File: src/rtl/stream_pkg.sv
// Shared types and helpers for the stream width-down serializer.
// even_parity is only referenced when STREAM_SER_PARITY_EN is defined.
package stream_pkg;

  typedef enum logic [0:0] {
    SER_EMPTY = 1'b0,
    SER_SEND  = 1'b1
  } ser_state_e;

  localparam int unsigned ParityMaxW = 256;

  // Callers zero-extend the beat to ParityMaxW; zero bits do not affect XOR parity.
  function automatic logic even_parity(input logic [ParityMaxW-1:0] data);
    return ^data;
  endfunction

endpackage

File: src/rtl/stream_serializer.sv
// Width-down converter: one IN_WIDTH word per input handshake, emitted LSB beat first.
// Optional even parity per beat on out_parity when STREAM_SER_PARITY_EN is defined.
module stream_serializer
  import stream_pkg::*;
#(
  parameter int unsigned IN_WIDTH  = 32,
  parameter int unsigned OUT_WIDTH = 8,
  localparam int unsigned RATIO    = IN_WIDTH / OUT_WIDTH,
  localparam int unsigned CNT_W    = (RATIO > 1) ? $clog2(RATIO) : 1
) (
  input  logic                 clk,
  input  logic                 rst_n,
  input  logic                 in_valid,
  output logic                 in_ready,
  input  logic [IN_WIDTH-1:0]  in_data,
  input  logic [CNT_W-1:0]     in_last_beat,
  output logic                 out_valid,
  input  logic                 out_ready,
  output logic [OUT_WIDTH-1:0] out_data,
  output logic                 out_last
`ifdef STREAM_SER_PARITY_EN
  ,
  output logic                 out_parity
`endif
);

  localparam logic [CNT_W-1:0] MaxBeat = CNT_W'(RATIO - 1);

  if ((RATIO < 2) || ((IN_WIDTH % OUT_WIDTH) != 0)) begin : g_bad_params
    $fatal(1, "stream_serializer: IN_WIDTH must be a multiple of OUT_WIDTH with RATIO >= 2");
  end

  ser_state_e           state_q, state_d;
  logic [IN_WIDTH-1:0]  word_q, word_d;
  logic [CNT_W-1:0]     beat_q, beat_d;
  logic [CNT_W-1:0]     last_q, last_d;

  logic [CNT_W-1:0]     last_in;
  logic [OUT_WIDTH-1:0] beat_data;
  logic                 sending;
  logic                 beat_is_last;
  logic                 accept;

  // Only non-power-of-two ratios can present an out-of-range last-beat index.
  if ((1 << CNT_W) != RATIO) begin : g_clamp
    assign last_in = (in_last_beat > MaxBeat) ? MaxBeat : in_last_beat;
  end else begin : g_no_clamp
    assign last_in = in_last_beat;
  end

  always_comb begin
    beat_data = '0;
    for (int unsigned b = 0; b < RATIO; b++) begin
      if (beat_q == CNT_W'(b)) begin
        beat_data = word_q[b*OUT_WIDTH +: OUT_WIDTH];
      end
    end
  end

  assign sending      = (state_q == SER_SEND);
  assign beat_is_last = sending && (beat_q == last_q);

  // in_ready looks only at state and out_ready so it never forms a loop with in_valid.
  assign in_ready = !sending || (out_ready && beat_is_last);
  assign accept   = in_valid && in_ready;

  assign out_valid = sending;
  assign out_last  = beat_is_last;
  assign out_data  = sending ? beat_data : '0;

`ifdef STREAM_SER_PARITY_EN
  assign out_parity = even_parity(ParityMaxW'(out_data));
`endif

  always_comb begin
    state_d = state_q;
    word_d  = word_q;
    beat_d  = beat_q;
    last_d  = last_q;

    unique case (state_q)
      SER_EMPTY: begin
        if (in_valid) begin
          state_d = SER_SEND;
          word_d  = in_data;
          beat_d  = '0;
          last_d  = last_in;
        end
      end
      SER_SEND: begin
        if (out_ready) begin
          if (!beat_is_last) begin
            beat_d = beat_q + CNT_W'(1);
          end else if (accept) begin
            word_d = in_data;
            beat_d = '0;
            last_d = last_in;
          end else begin
            state_d = SER_EMPTY;
          end
        end
      end
      default: state_d = SER_EMPTY;
    endcase
  end

  always_ff @(posedge clk or negedge rst_n) begin
    if (!rst_n) begin
      state_q <= SER_EMPTY;
      word_q  <= '0;
      beat_q  <= '0;
      last_q  <= '0;
    end else begin
      state_q <= state_d;
      word_q  <= word_d;
      beat_q  <= beat_d;
      last_q  <= last_d;
    end
  end

endmodule

File: config.mk
export PLATFORM = sky130hd
export DESIGN_NAME = stream_serializer
export DESIGN_NICKNAME = d
export VERILOG_FILES = /design/src/rtl/stream_pkg.sv /design/src/rtl/stream_serializer.sv
export SDC_FILE = /design/constraint.sdc
export NUM_CORES = 1
export LEC_CHECK = 0
export CORE_AREA = 2 2 70 72
export DETAILED_ROUTE_END_ITERATION = 7
export DIE_AREA = 0 0 72 74
export GPL_TIMING_DRIVEN = 0
export PLACE_DENSITY = 0.83
export SYNTH_ARGS = -nofsm -noshare
export SYNTH_HDL_FRONTEND = slang
export SYNTH_SLANG_ARGS = --single-unit
File: constraint.sdc
create_clock -name clk -period 1.7 [get_ports clk]
set_input_delay 0.17 -clock clk [delete_from_list [all_inputs] [get_ports clk]]
set_output_delay 0.17 -clock clk [all_outputs]
set_load 0.005 [all_outputs]
# [Word level (Yosys, flattened, before mapping)]
# Index checks and enable logic that the tools add are counted.
[totals] register_bits=37 input_bits=38 output_inout_bits=11 elab_cells=48
[classes] n_addsub=1 n_eq_ne=9 n_mux=25 bitwise_logic=1 n_reduce_logical=8
[ops] cell="$mux W32" count=4
[ops] cell="$pmux W32 S2" count=1
[ops] cell="$mux W8" count=5
[ops] cell="$mux W2" count=8
[ops] cell="$pmux W2 S2" count=2
[ops] cell="$eq A2 B2 Y1 const B" count=2
[ops] cell="$mux W1" count=4
[ops] cell="$ne A2 B1 Y1 const B" count=2
[ops] cell="$ne A2 B2 Y1 const B" count=2
[ops] cell="$reduce_and A4 Y1" count=1
[ops] cell="$logic_and A1 B1 Y1" count=3
[ops] cell="$ne A3 B2 Y1 const B" count=1
[ops] cell="$reduce_and A3 Y1" count=1
[ops] cell="$add A2 B1 Y2 const B" count=1
[ops] cell="$eq A2 B1 Y1 const B" count=1
[ops] cell="$eq A2 B2 Y1" count=1
[ops] cell="$logic_not A2 Y1" count=1
[ops] cell="$pmux W1 S2" count=1
[ops] cell="$logic_not A1 Y1" count=1
[ops] cell="$logic_or A1 B1 Y1" count=1
[ops] cell="$not A1 Y1" count=1

# [Logic depth before layout (Yosys ltp)]
# Gate-level depths: netlist of the first run.
[logic_depth] ltp_word=9 depth_mapped=8

# [Least setup slack after synthesis of the first run]
# OpenSTA, ideal clock, no wires.
[synth_timing] kind="register to output" startpoint="register beat_q[1]" endpoint="output out_data[1]" arrival_time_ns=1.680 required_ns=1.530 setup_slack_ns=-0.150 stages_incl_launch_ff=9 path_cell_list="dfrtp_1 > inv_1 > ha_1 > clkbuf_1 > nor2b_1 > clkbuf_1 > a221oi_1 > o31ai_1 > and2_1"
[synth_via] elab_chain_len=6
[synth_rtl] item="start: declaration" line="stream_serializer.sv:35" rtl="logic [CNT_W-1:0] beat_q, beat_d;"
[synth_rtl] item="start signal: assignment" line="stream_serializer.sv:116" rtl="beat_q <= beat_d;"
[synth_rtl] item="$logic_not A2 Y1" line="stream_serializer.sv:54" rtl="if (beat_q == CNT_W'(b)) begin"
[synth_rtl] item="$mux W8 (3 in series)" line="stream_serializer.sv:54"
[synth_rtl] item="$mux W8 (*)" line="stream_serializer.sv:54"
[synth_rtl] item="$mux W8 (*)" line="stream_serializer.sv:69" rtl="assign out_data = sending ? beat_data : '0;"
[synth_rtl] item="end: declaration" line="stream_serializer.sv:19" rtl="output logic [OUT_WIDTH-1:0] out_data,"
# Every way passes the cells marked *; elsewhere a longest branch is shown, timed or not.

# [Worst setup path in the final report of the first run]
[layout_timing] startpoint="register beat_q[0]" endpoint="output out_data[5]"
# The elaborated chain is that of the path after synthesis.

==> metrics.txt, run 1 <==
EDFF count, synth=0; Crit path largest cell delay=0.45 ns; status=finished, violations left; setup slack at placement=-0.781 ns; Final Cycle Share=132%; async set or reset register ratio after synthesis=100%; Worst Setup Start Kind=register; Slew HR=43.5%; worst-margin pin slew=~0.85 ns; PwrDens=2180 mW/mm2; Slowest-stage cell, CP=dfrtp_2; largest net degree at the start of global routing=38; RR Startpoint=beat_q[0]; synthesized net count=202; overall power=7.06 mW; # rows=25; CP cell instances=inv_4 -> ha_4 -> nor2b_4 -> buf_4 -> buf_6 -> a221oi_4 -> o31ai_2 -> and2_1 -> buf_2; layer with the highest usage=met2; Sequential Area=928 um2; RSZ-0062 raised after global routing=true; Die Span X=72 um; Routed Antenna Nets=0; Net Sw Power=around 2.6 mW; most frequent cell after synthesis=dfrtp_1; Initial Util=42.8%; Area Overhead vs Synth=64.2%; #FFs+latches synth=37; Leak Pwr=between 1 and 1.5 nW; met3 usage=~5.3%; clock sinks=37; Gate power share=62.9%; final setup vio count=44; CTS clk-pin slew, worst paths=0.08 ns; Net Sw Frac=about 37%; Crit path arrival time=approximately 2.1 ns; min Tclk post-route=2.25 ns; sequential area share after synthesis=47.0%; xor and xnor area share after synthesis=2.10%; Pint=4.44 mW; Yosys Warn Count=0; Crit path required time=1.53 ns; distinct cell type count after synthesis=29; Max-Cap Viols=0; delay-heaviest family, CP=buffers and inverters; Compound-Gate Fraction of Synth Area=11.3%; vias post-DR=1647; met2 Resource Use GR=39.5%; Adder-Cell Fraction of Synth Area=between 2 and 3%; met1 Usage GRT=26.6%; Core Area=between 0.004 and 0.005 mm2; worst hold path type=input port to register; critical path type=register to output pin; Multi-input gate area=approximately 0.0012 mm2; mux cell area share after synthesis=22.1%; post-DR vias/cell=5.56; filler instances=280; Avg WL per Cell=22.1 um; H-tree depth=2; part of the power in registers=26.1%; final WL=6540 um; simple-gate area share of the yosys netlist=between 10% and 20%; non-filler cells, final=a little under 300; WP buf/inv=4; post-detail-place hpwl=3030 um; Die ar.=0.00533 mm2; # diodes=0; I/O pin cnt=49; total grt overflow=0; final hold vios=0; critical path capture point type=output pin; clock skew=between 0.01 and 0.015 ns; DRT Pass-1 Iters=4; VDD IR max=952 uV; CTS max path bufs=2; failing checks=setup timing; CTS Root Cell=clkbuf_8; GRT Total Usage=22.8%; synthesized area=0.00197 mm2; placed insts=260; Worst Hold Launch=in_valid; TritonCTS buffer count=5; die height=74 um; GPL Wtd Cong=0.840; setup TNS=-13.47 ns; Achievable Freq=444 MHz; Clock Power Share=a little over a tenth; crit path from=beat_q[0]; Worst-Skew Late Latency=0.30 ns; Syn Inst Count=160; main combinational cell family by area after synthesis=multiplexers; TritonCTS clock tree=built; drt initial violations=108; layout cells sized above 1=between 40% and 50%; fin. max-slew vios=0; top cell type's share of synthesized area=47.0%; Synth Flop Type=dfrtp_1; mean area per synthesized cell=about 12 um2; fin nets=283; # DRC=0; PortBufs=46; Area contributors post-synth=dfrtp_1 47%, mux2_4 15%, mux2_1 5.7%, nor2b_1 3.2%, a221oi_1 3.1%; Worst Path Max Fanout=4; global-route wire length before repair=8780 um; initial antenna violation count=0; Synth top cells by count=37 x dfrtp_1, 20 x mux2_4, 14 x nand2_1; leading area contributor after synthesis=dfrtp_1; vias in the first global route=1656; Setup WS post-layout=-0.551 ns
## worst reg2reg max path, delay by kind of cell, from the launching register on
family          cells  cell delay (ns)
compound gates      1             0.23
xor+xnor            1             0.14
buf+inv             6             0.80
mux                 1             0.31
flops               1             0.47
## worst paths after layout
kind                       slack [ns]           to  cells after the start
setup reg to reg                -0.37    word_q[1]                      9
hold / removal                   0.28    out_valid                      2
setup / recovery                -0.55  out_data[5]                      9
max in group asynchronous        0.60    beat_q[0]                      2
min in group asynchronous        0.52    word_q[9]                      2
hold reg to reg                  0.52   word_q[27]                      1
## layer usage
metal	up-vias	routed length [um]
met5	-	0
met4	0	286
met3	22	341
met2	73	3240
met1	819	2670
li1	733	-
## registers in the layout, indices dropped and copies added (netlist names)
| signal | cells |
|---|---|
| beat_q | 2 |
| last_q | 2 |
| out_valid | 1 |
| word_q | 32 |
## kinds of logic (layout without fill, tap and decap cells)
| family | after synthesis | after routing |
|---|---|---|
| buf+inv | 15 | 97 |
| fa+ha+maj | 4 | 4 |
| flops | 37 | 37 |
| xor+xnor | 3 | 3 |
| compound gates | 28 | 28 |
| mux | 32 | 32 |
| simple gates | 41 | 41 |
## power by group through the flow
stage	sequential [mW]	clock [mW]	combinational (mW)
6_report	1.84	0.778	4.44
3_3_place_gp	1.65	0	2.55
3_5_place_dp	1.67	0	2.62
4_1_cts	1.72	0.759	3.71
2_1_floorplan	1.57	0	1.79
5_1_grt	1.88	0.825	4.63
## through the flow
stage	util, %	area (um2)	hold WS [ns]
after floorplan	-	1970	-0.126
after global placement	54.4	2500	0.475
after detailed placement	54.3	2500	0.296
after CTS	66.9	3080	0.234
after global routing	70.3	3230	0.264
final	70.3	3230	0.283
## cells in the final DEF, fill, tap and decap left out, types with 3 or more instances in the layout
master	count
buf_4	12
buf_12	5
clkdlybuf4s50_1	35
mux2_4	32
nor2b_1	8
clkbuf_2	3
o21ai_0	3
and2_1	7
a221oi_4	7
nand3_1	4
buf_6	14
ha_4	3
nand2_1	13
clkbuf_8	6
o31ai_1	4
buf_2	8
buf_8	3
clkbuf_1	3
dfrtp_1	35
## cell type report
type	count	area share (%)
plain buffers	7	2.67
clock inverters	2	1.20
multi-input cells	108	38.7
well taps	54	2.09
clock buffers	6	2.25
flip-flops and latches	37	28.7
inverters	4	0.619
repair buffers	78	23.8
## repair_timing
action	CTS	global route
resized for setup	99	35
buffers inserted	20	13
pin swaps	18	11
hold buffers	1	0
setup endpoints to repair	40	45
cloned	3	1
hold endpoints to repair	37	0
No activity file was read; power rests on OpenSTA's default activity.
==> run 2, diff against run 1 <==
--- a/config.mk
+++ b/config.mk
@@ -10,6 +10,7 @@
 export DIE_AREA = 0 0 72 74
 export GPL_TIMING_DRIVEN = 0
 export PLACE_DENSITY = 0.83
+export REMOVE_ABC_BUFFERS = 1
 export SYNTH_ARGS = -nofsm -noshare
 export SYNTH_HDL_FRONTEND = slang
 export SYNTH_SLANG_ARGS = --single-unit
==> run 2 against run 1 <==
  * The flow still finishes with violations (setup timing)
  * Fmax increased by 8.3%
  * Sequential power shrank 5%
  * Final area down 6.3%
  * Clock skew fell by 0.0044 ns
  * Power fell by 14%
  * Final cell count fell by 0.68%
  * Die area did not move
  * Global-route usage decreased by 1.3 points
  * Count of clock-buffer cells in the layout is 1 higher
  * Setup slack improved by 0.17 ns
  * Largest power group unchanged
  * Highest routed layer unchanged
==> metrics.txt, run 2 (same netlist as run 1, synthesis figures left out) <==
Initial Util=42.8% (unchanged); Crit path top cell by count=buf_6; R2R Path End=word_q[27]; min Tclk post-route=2.08 ns (-0.173 ns); final setup vio count=43 (-2.3%); total grt overflow=0 (unchanged); Achievable Freq=481 MHz (+8.3%); top flop regs=word_q x32, beat_q x2, last_q x2; RSZ-0062 raised after global routing=true; layout cells sized above 1=40.4% (-6.7 points); Routed Antenna Nets=0 (unchanged); # rows=25 (unchanged); Area Overhead vs Synth=53.9%; CTS Root Cell=clkbuf_8; hold slack=0.470 ns (+0.187 ns); critical path capture point type=output pin; drt initial violations=135 (+25%); overall power=6.07 mW (-14%); Max-Cap Viols=0 (unchanged); clock skew=0.00849 ns (-0.00445 ns); Hold EP=word_q[26]; clock sinks=37 (unchanged); critical path type=register to output pin; I/O pin cnt=49 (unchanged); PwrDens=2000 mW/mm2 (-8.3%); status=finished, violations left; Worst-Skew Late Latency=0.30 ns (about the same); largest net degree at the start of global routing=38 (unchanged); worst-margin pin slew=0.837 ns (-0.0109 ns); commonest non-fill, non-tap cells in the layout=38 x clkdlybuf4s50_1, 34 x dfrtp_1, 21 x mux2_4, 18 x buf_4, 14 x nand2_1; PortBufs=48 (+4.3%); RR Startpoint=beat_q[1]; Crit path largest cell delay=0.45 ns (about the same); CTS max path bufs=2 (unchanged); global-route wire length before repair=8460 um (-3.6%); Crit path arrival time=1.91 ns (-0.17 ns); die height=74 um (unchanged); Setup WS post-layout=-0.379 ns (+0.173 ns); # diodes=0 (unchanged); final hold vios=0 (unchanged); Leak Pwr=1.36 nW (-7.0%); vias post-DR=1541 (-6.4%); # DRC=0 (unchanged); CP cell instances=inv_4 -> ha_4 -> nor2b_4 -> buf_6 -> buf_6 -> a221oi_2 -> o31ai_1 -> and2_1 -> buf_2; initial antenna violation count=0 (unchanged); Core Area=0.00460 mm2 (unchanged); Largest register FFs=32 (unchanged); final WL=5350 um (-18%); Die Span X=72 um (unchanged); failing checks=setup timing; CTS clk-pin slew, worst paths=0.08 ns (about the same); Slew HR=44.2% (+0.72 points); Most flops, register=word_q; Slowest-stage cell, CP=dfrtp_2; worst hold path type=input port to register; post-detail-place hpwl=2850 um (-6.0%); TritonCTS buffer count=5 (unchanged); vias in the first global route=1676 (+1.2%); Hold Path Depth=2 (unchanged); DRT Pass-1 Iters=4 (unchanged); Reg2Reg Depth=7 (-2); fin. max-slew vios=0 (unchanged); Final Cycle Share=122% (-10 points); H-tree depth=2 (unchanged); Worst Hold Launch=in_data[26]; TritonCTS clock tree=built; Crit path required time=1.53 ns (about the same); setup TNS=-9.42 ns (+4.05 ns); leading cell type in the layout, fill and taps excluded=clkdlybuf4s50_1; Worst Setup Start Kind=register; post-DR vias/cell=5.24 (-5.8%); Avg WL per Cell=18.2 um (-18%); GPL Wtd Cong=0.770 (-8.3%); R2R Setup Slk=-0.23 ns (+0.14 ns); GRT Total Usage=21.6% (-1.3 points); Die ar.=0.00533 mm2 (unchanged); fin nets=281 (-0.71%); Worst Path Max Fanout=3 (-1); VDD IR max=839 uV (-12%)
[run 2: critical path, delay by kind of cell (launching register included)]
family	cells	cell delay, ns
DFF	1	0.45
adders and majority gates	1	0.13
AOI/OAI and AO/OA	2	0.26
and+or+nand+nor	2	0.33
buffers and inverters	4	0.43
[run 2: layer usage]
| metal | share of wire, % | track usage (%) |
|---|---|---|
| met1 | 42 | 26.7 |
| met2 | 50 | 37.6 |
| met3 | 5.1 | 4.47 |
| met4 | 2.5 | 7.97 |
| met5 | 0 | 0 |
[run 2: repair_timing]
action	4_1_cts	5_1_grt
cloned	1	0
pin swaps	20	7
hold endpoints to repair	33	0
resized for setup	72	10
endpoints found under the setup margin	43	44
buffers inserted	28	6
hold buffers	1	0
[run 2: worst max-delay path by stage]
stage | to | slack [ns] | cells past startpoint | from
floorplan | word_q[14] | -0.45 | 3 | beat_q[1]
global placement | word_q[15] | -1.03 | 4 | in_valid
detailed placement | out_data[5] | -1.01 | 7 | beat_q[1]
CTS | out_data[5] | -0.34 | 9 | beat_q[0]
global route | out_data[5] | -0.48 | 9 | beat_q[1]
finish | out_data[5] | -0.38 | 9 | beat_q[1]
[run 2: power breakdown]
| part | total (mW) | internal [mW] | switching (mW) |
|---|---|---|---|
| combinational | 3.62 | 2.24 | 1.37 |
| clock | 0.697 | 0.367 | 0.330 |
| sequential | 1.75 | 1.34 | 0.416 |
[run 2: through the flow]
stage                     cells  area, um2  setup WS, ns  util, %
after floorplan             149       1900        -0.446        -
after global placement      251       2450         -1.03     53.3
final                       294       3030        -0.379     65.9
after CTS                   290       2970        -0.344     64.6
after global routing        294       3030        -0.478     65.9
after detailed placement    252       2470         -1.01     53.8
[run 2: area by class of cell]
| cell class | instances | area (um2) |
|---|---|---|
| inverter | 4 | 20.0 |
| multi-input combinational | 108 | 1100 |
| fill | 348 | 1570 |
| tap | 54 | 67.6 |
| clock buffer | 7 | 96.3 |
| timing repair buffer | 83 | 810 |
| sequential | 37 | 930 |
| clock inverter | 1 | 5.00 |
==> run 3, diff against run 2 <==
--- a/config.mk
+++ b/config.mk
@@ -5,11 +5,14 @@
 export SDC_FILE = /design/constraint.sdc
 export NUM_CORES = 1
 export LEC_CHECK = 0
-export CORE_AREA = 2 2 70 72
+export CELL_PAD_IN_SITES_DETAIL_PLACEMENT = 0
+export CELL_PAD_IN_SITES_GLOBAL_PLACEMENT = 1
+export CORE_AREA = 2 2 78 80
+export CTS_CLUSTER_DIAMETER = 120
 export DETAILED_ROUTE_END_ITERATION = 7
-export DIE_AREA = 0 0 72 74
+export DIE_AREA = 0 0 80 82
 export GPL_TIMING_DRIVEN = 0
-export PLACE_DENSITY = 0.83
+export PLACE_DENSITY = 0.84
 export REMOVE_ABC_BUFFERS = 1
 export SYNTH_ARGS = -nofsm -noshare
 export SYNTH_HDL_FRONTEND = slang
==> run 3 against run 2 <==
  * The run still ends with setup timing left
  * Register-to-register slack got worse by 0.07 ns
  * Clock skew increased by 0.0068 ns
  * Final area increased by 4.6%
  * Via count decreased by 1.4%
  * Die area increased by 23%
  * Utilization decreased by 11 points
  * First-iteration DRC count decreased by 44%
  * Fmax decreased by 3.9%
  * Global-route usage decreased by 6.2 points
  * Clock power increased by 33%
  * Sequential share of layout area decreased by 1.3 points
  * Critical path depth unchanged
  * Critical path type unchanged
  * Critical endpoint unchanged
  * Highest routed layer unchanged
==> metrics.txt, run 3 (same netlist as run 1, synthesis figures left out) <==
Core Area=0.00575 mm2 (+25%); Crit path required time=1.53 ns (about the same); DRT Pass-1 Iters=4 (unchanged); Sequential Area=930 um2 (unchanged); fin. max-slew vios=0 (unchanged); failing checks=setup timing; critical path type=register to output pin; crit path from=beat_q[0]; clock skew=0.0153 ns (+0.00677 ns); Avg WL per Cell=16.3 um (-10%); Multi-input gate area=0.00115 mm2 (+4.9%); die height=82 um (+11%); vias in the first global route=1593 (-5.0%); post-detail-place hpwl=2700 um (-5.3%); final hold vios=0 (unchanged); Crit path largest cell delay=0.45 ns (about the same); filler instances=479 (+38%); # DRC=0 (unchanged); # rows=28 (+12%); worst hold path type=input port to register; Die ar.=0.00656 mm2 (+23%); H-tree depth=2 (unchanged); Max-Cap Viols=0 (unchanged); TritonCTS clock tree=built; Most flops, register=word_q; CTS clk-pin slew, worst paths=0.09 ns (about the same); Worst-Skew Late Latency=0.30 ns (about the same); Slew HR=45.0% (+0.82 points); I/O pin cnt=49 (unchanged); worst-margin pin slew=0.825 ns (-0.0122 ns); critical path capture point type=output pin; global-route wire length before repair=7620 um (-9.9%); TritonCTS buffer count=5 (unchanged); hold slack=0.479 ns (+0.00922 ns); Achievable Freq=462 MHz (-3.9%); Crit path arrival time=1.99 ns (+0.08 ns); CTS max path bufs=2 (unchanged); top flop regs=word_q x32, beat_q x2, last_q x2; RSZ-0062 raised after global routing=true; fin nets=278 (-1.1%); commonest non-fill, non-tap cells in the layout=37 x clkdlybuf4s50_1, 34 x dfrtp_1, 32 x mux2_4, 13 x nand2_1, 13 x buf_4; PortBufs=48 (unchanged); Final Cycle Share=127% (+4.9 points); final setup vio count=43 (unchanged); largest net degree at the start of global routing=38 (unchanged); Design Area, Final=0.00317 mm2 (+4.6%); CP cell instances=buf_12 -> ha_4 -> nor2b_4 -> buf_6 -> buf_4 -> a221oi_4 -> o31ai_1 -> and2_1 -> buf_2; GPL Wtd Cong=0.696 (-9.7%); initial antenna violation count=0 (unchanged); status=finished, violations left; vias post-DR=1520 (-1.4%); Initial Util=34.3% (-8.5 points); PwrDens=2080 mW/mm2 (+3.9%); clock sinks=37 (unchanged); drt initial violations=76 (-44%); Worst Setup Start Kind=register; overall power=6.59 mW (+8.6%); leading cell type in the layout, fill and taps excluded=clkdlybuf4s50_1; post-DR vias/cell=4.87 (-7.1%); layout cells sized above 1=45.1% (+4.7 points); VDD IR max=742 uV (-12%); delay-heaviest family, CP=buffers and inverters; Area Overhead vs Synth=61.0%; WP buf/inv=4 (unchanged); Setup WS post-layout=-0.462 ns (-0.0836 ns); RR Startpoint=beat_q[0]; Routed Antenna Nets=0 (unchanged); final core utilization=55.1% (-11 points); GRT Total Usage=15.3% (-6.2 points); Leak Pwr=1.44 nW (+5.9%); # diodes=0 (unchanged); DP Area=0.00249 mm2 (+0.76%); min Tclk post-route=2.16 ns (+0.0836 ns); final WL=5100 um (-4.6%); Worst Path Max Fanout=4 (+1); Worst Hold Launch=in_data[5]; Slowest-stage cell, CP=dfrtp_2; total grt overflow=0 (unchanged); CTS Root Cell=clkbuf_8; Largest register FFs=32 (unchanged); Die Span X=80 um (+11%)
run 3: power by group:
part / switching (mW) / internal (mW) / leakage [nW]
clock network: 0.336 / 0.591 / 0.0687
logic: 1.42 / 2.52 / 0.932
registers: 0.389 / 1.34 / 0.435
total: 2.15 / 4.45 / 1.44
run 3: path summary, 6_finish.rpt:
path / to / cells after the start / slack, ns
hold / removal: word_q[5] / 2 / 0.48
setup / recovery: out_data[5] / 9 / -0.46
min in group asynchronous: word_q[18] / 2 / 0.50
setup reg to reg: word_q[4] / 8 / -0.30
hold reg to reg: word_q[25] / 1 / 0.52
max in group asynchronous: out_valid / 2 / 0.61
run 3: layout make-up:
type	instances	share of cell area, %
inverters	4	0.553
repair buffers	80	26.3
well taps	75	2.96
multi-input cells	108	36.5
clock buffers	5	2.17
flip-flops and latches	37	29.3
clock inverters	3	2.17
run 3: per-layer routing:
layer / part of all wire, % / global-route usage, %
met5: 0 / 0
met4: 1.2 / 4.07
met3: 3.0 / 3.41
met2: 52 / 28.2
met1: 44 / 17.9
run 3: worst register-to-register path, delay by kind of cell (launching register included):
| family | cells | cell delay (ns) |
|---|---|---|
| buffers and inverters | 5 | 0.78 |
| DFF | 1 | 0.45 |
| muxes | 1 | 0.29 |
| AOI/OAI and AO/OA | 1 | 0.22 |
| xor gates and xnor gates | 1 | 0.14 |
run 3: repair_timing:
action / in CTS / in global routing
buffers inserted: 23 / 3
endpoints found under the setup margin: 43 / 45
hold buffers: 1 / 0
pin swaps: 19 / 4
endpoints found under the hold margin: 18 / 0
gates cloned: 1 / 3
resized for setup: 82 / 18
run 3: per-stage QoR:
step | setup TNS, ns | instances | setup slack [ns]
after detailed placement | -26.28 | 273 | -1.06
final | -11.84 | 312 | -0.462
after global routing | -13.69 | 312 | -0.554
after global placement | -55.25 | 272 | -1.06
after floorplan | -13.24 | 149 | -0.446
after CTS | -10.79 | 306 | -0.376
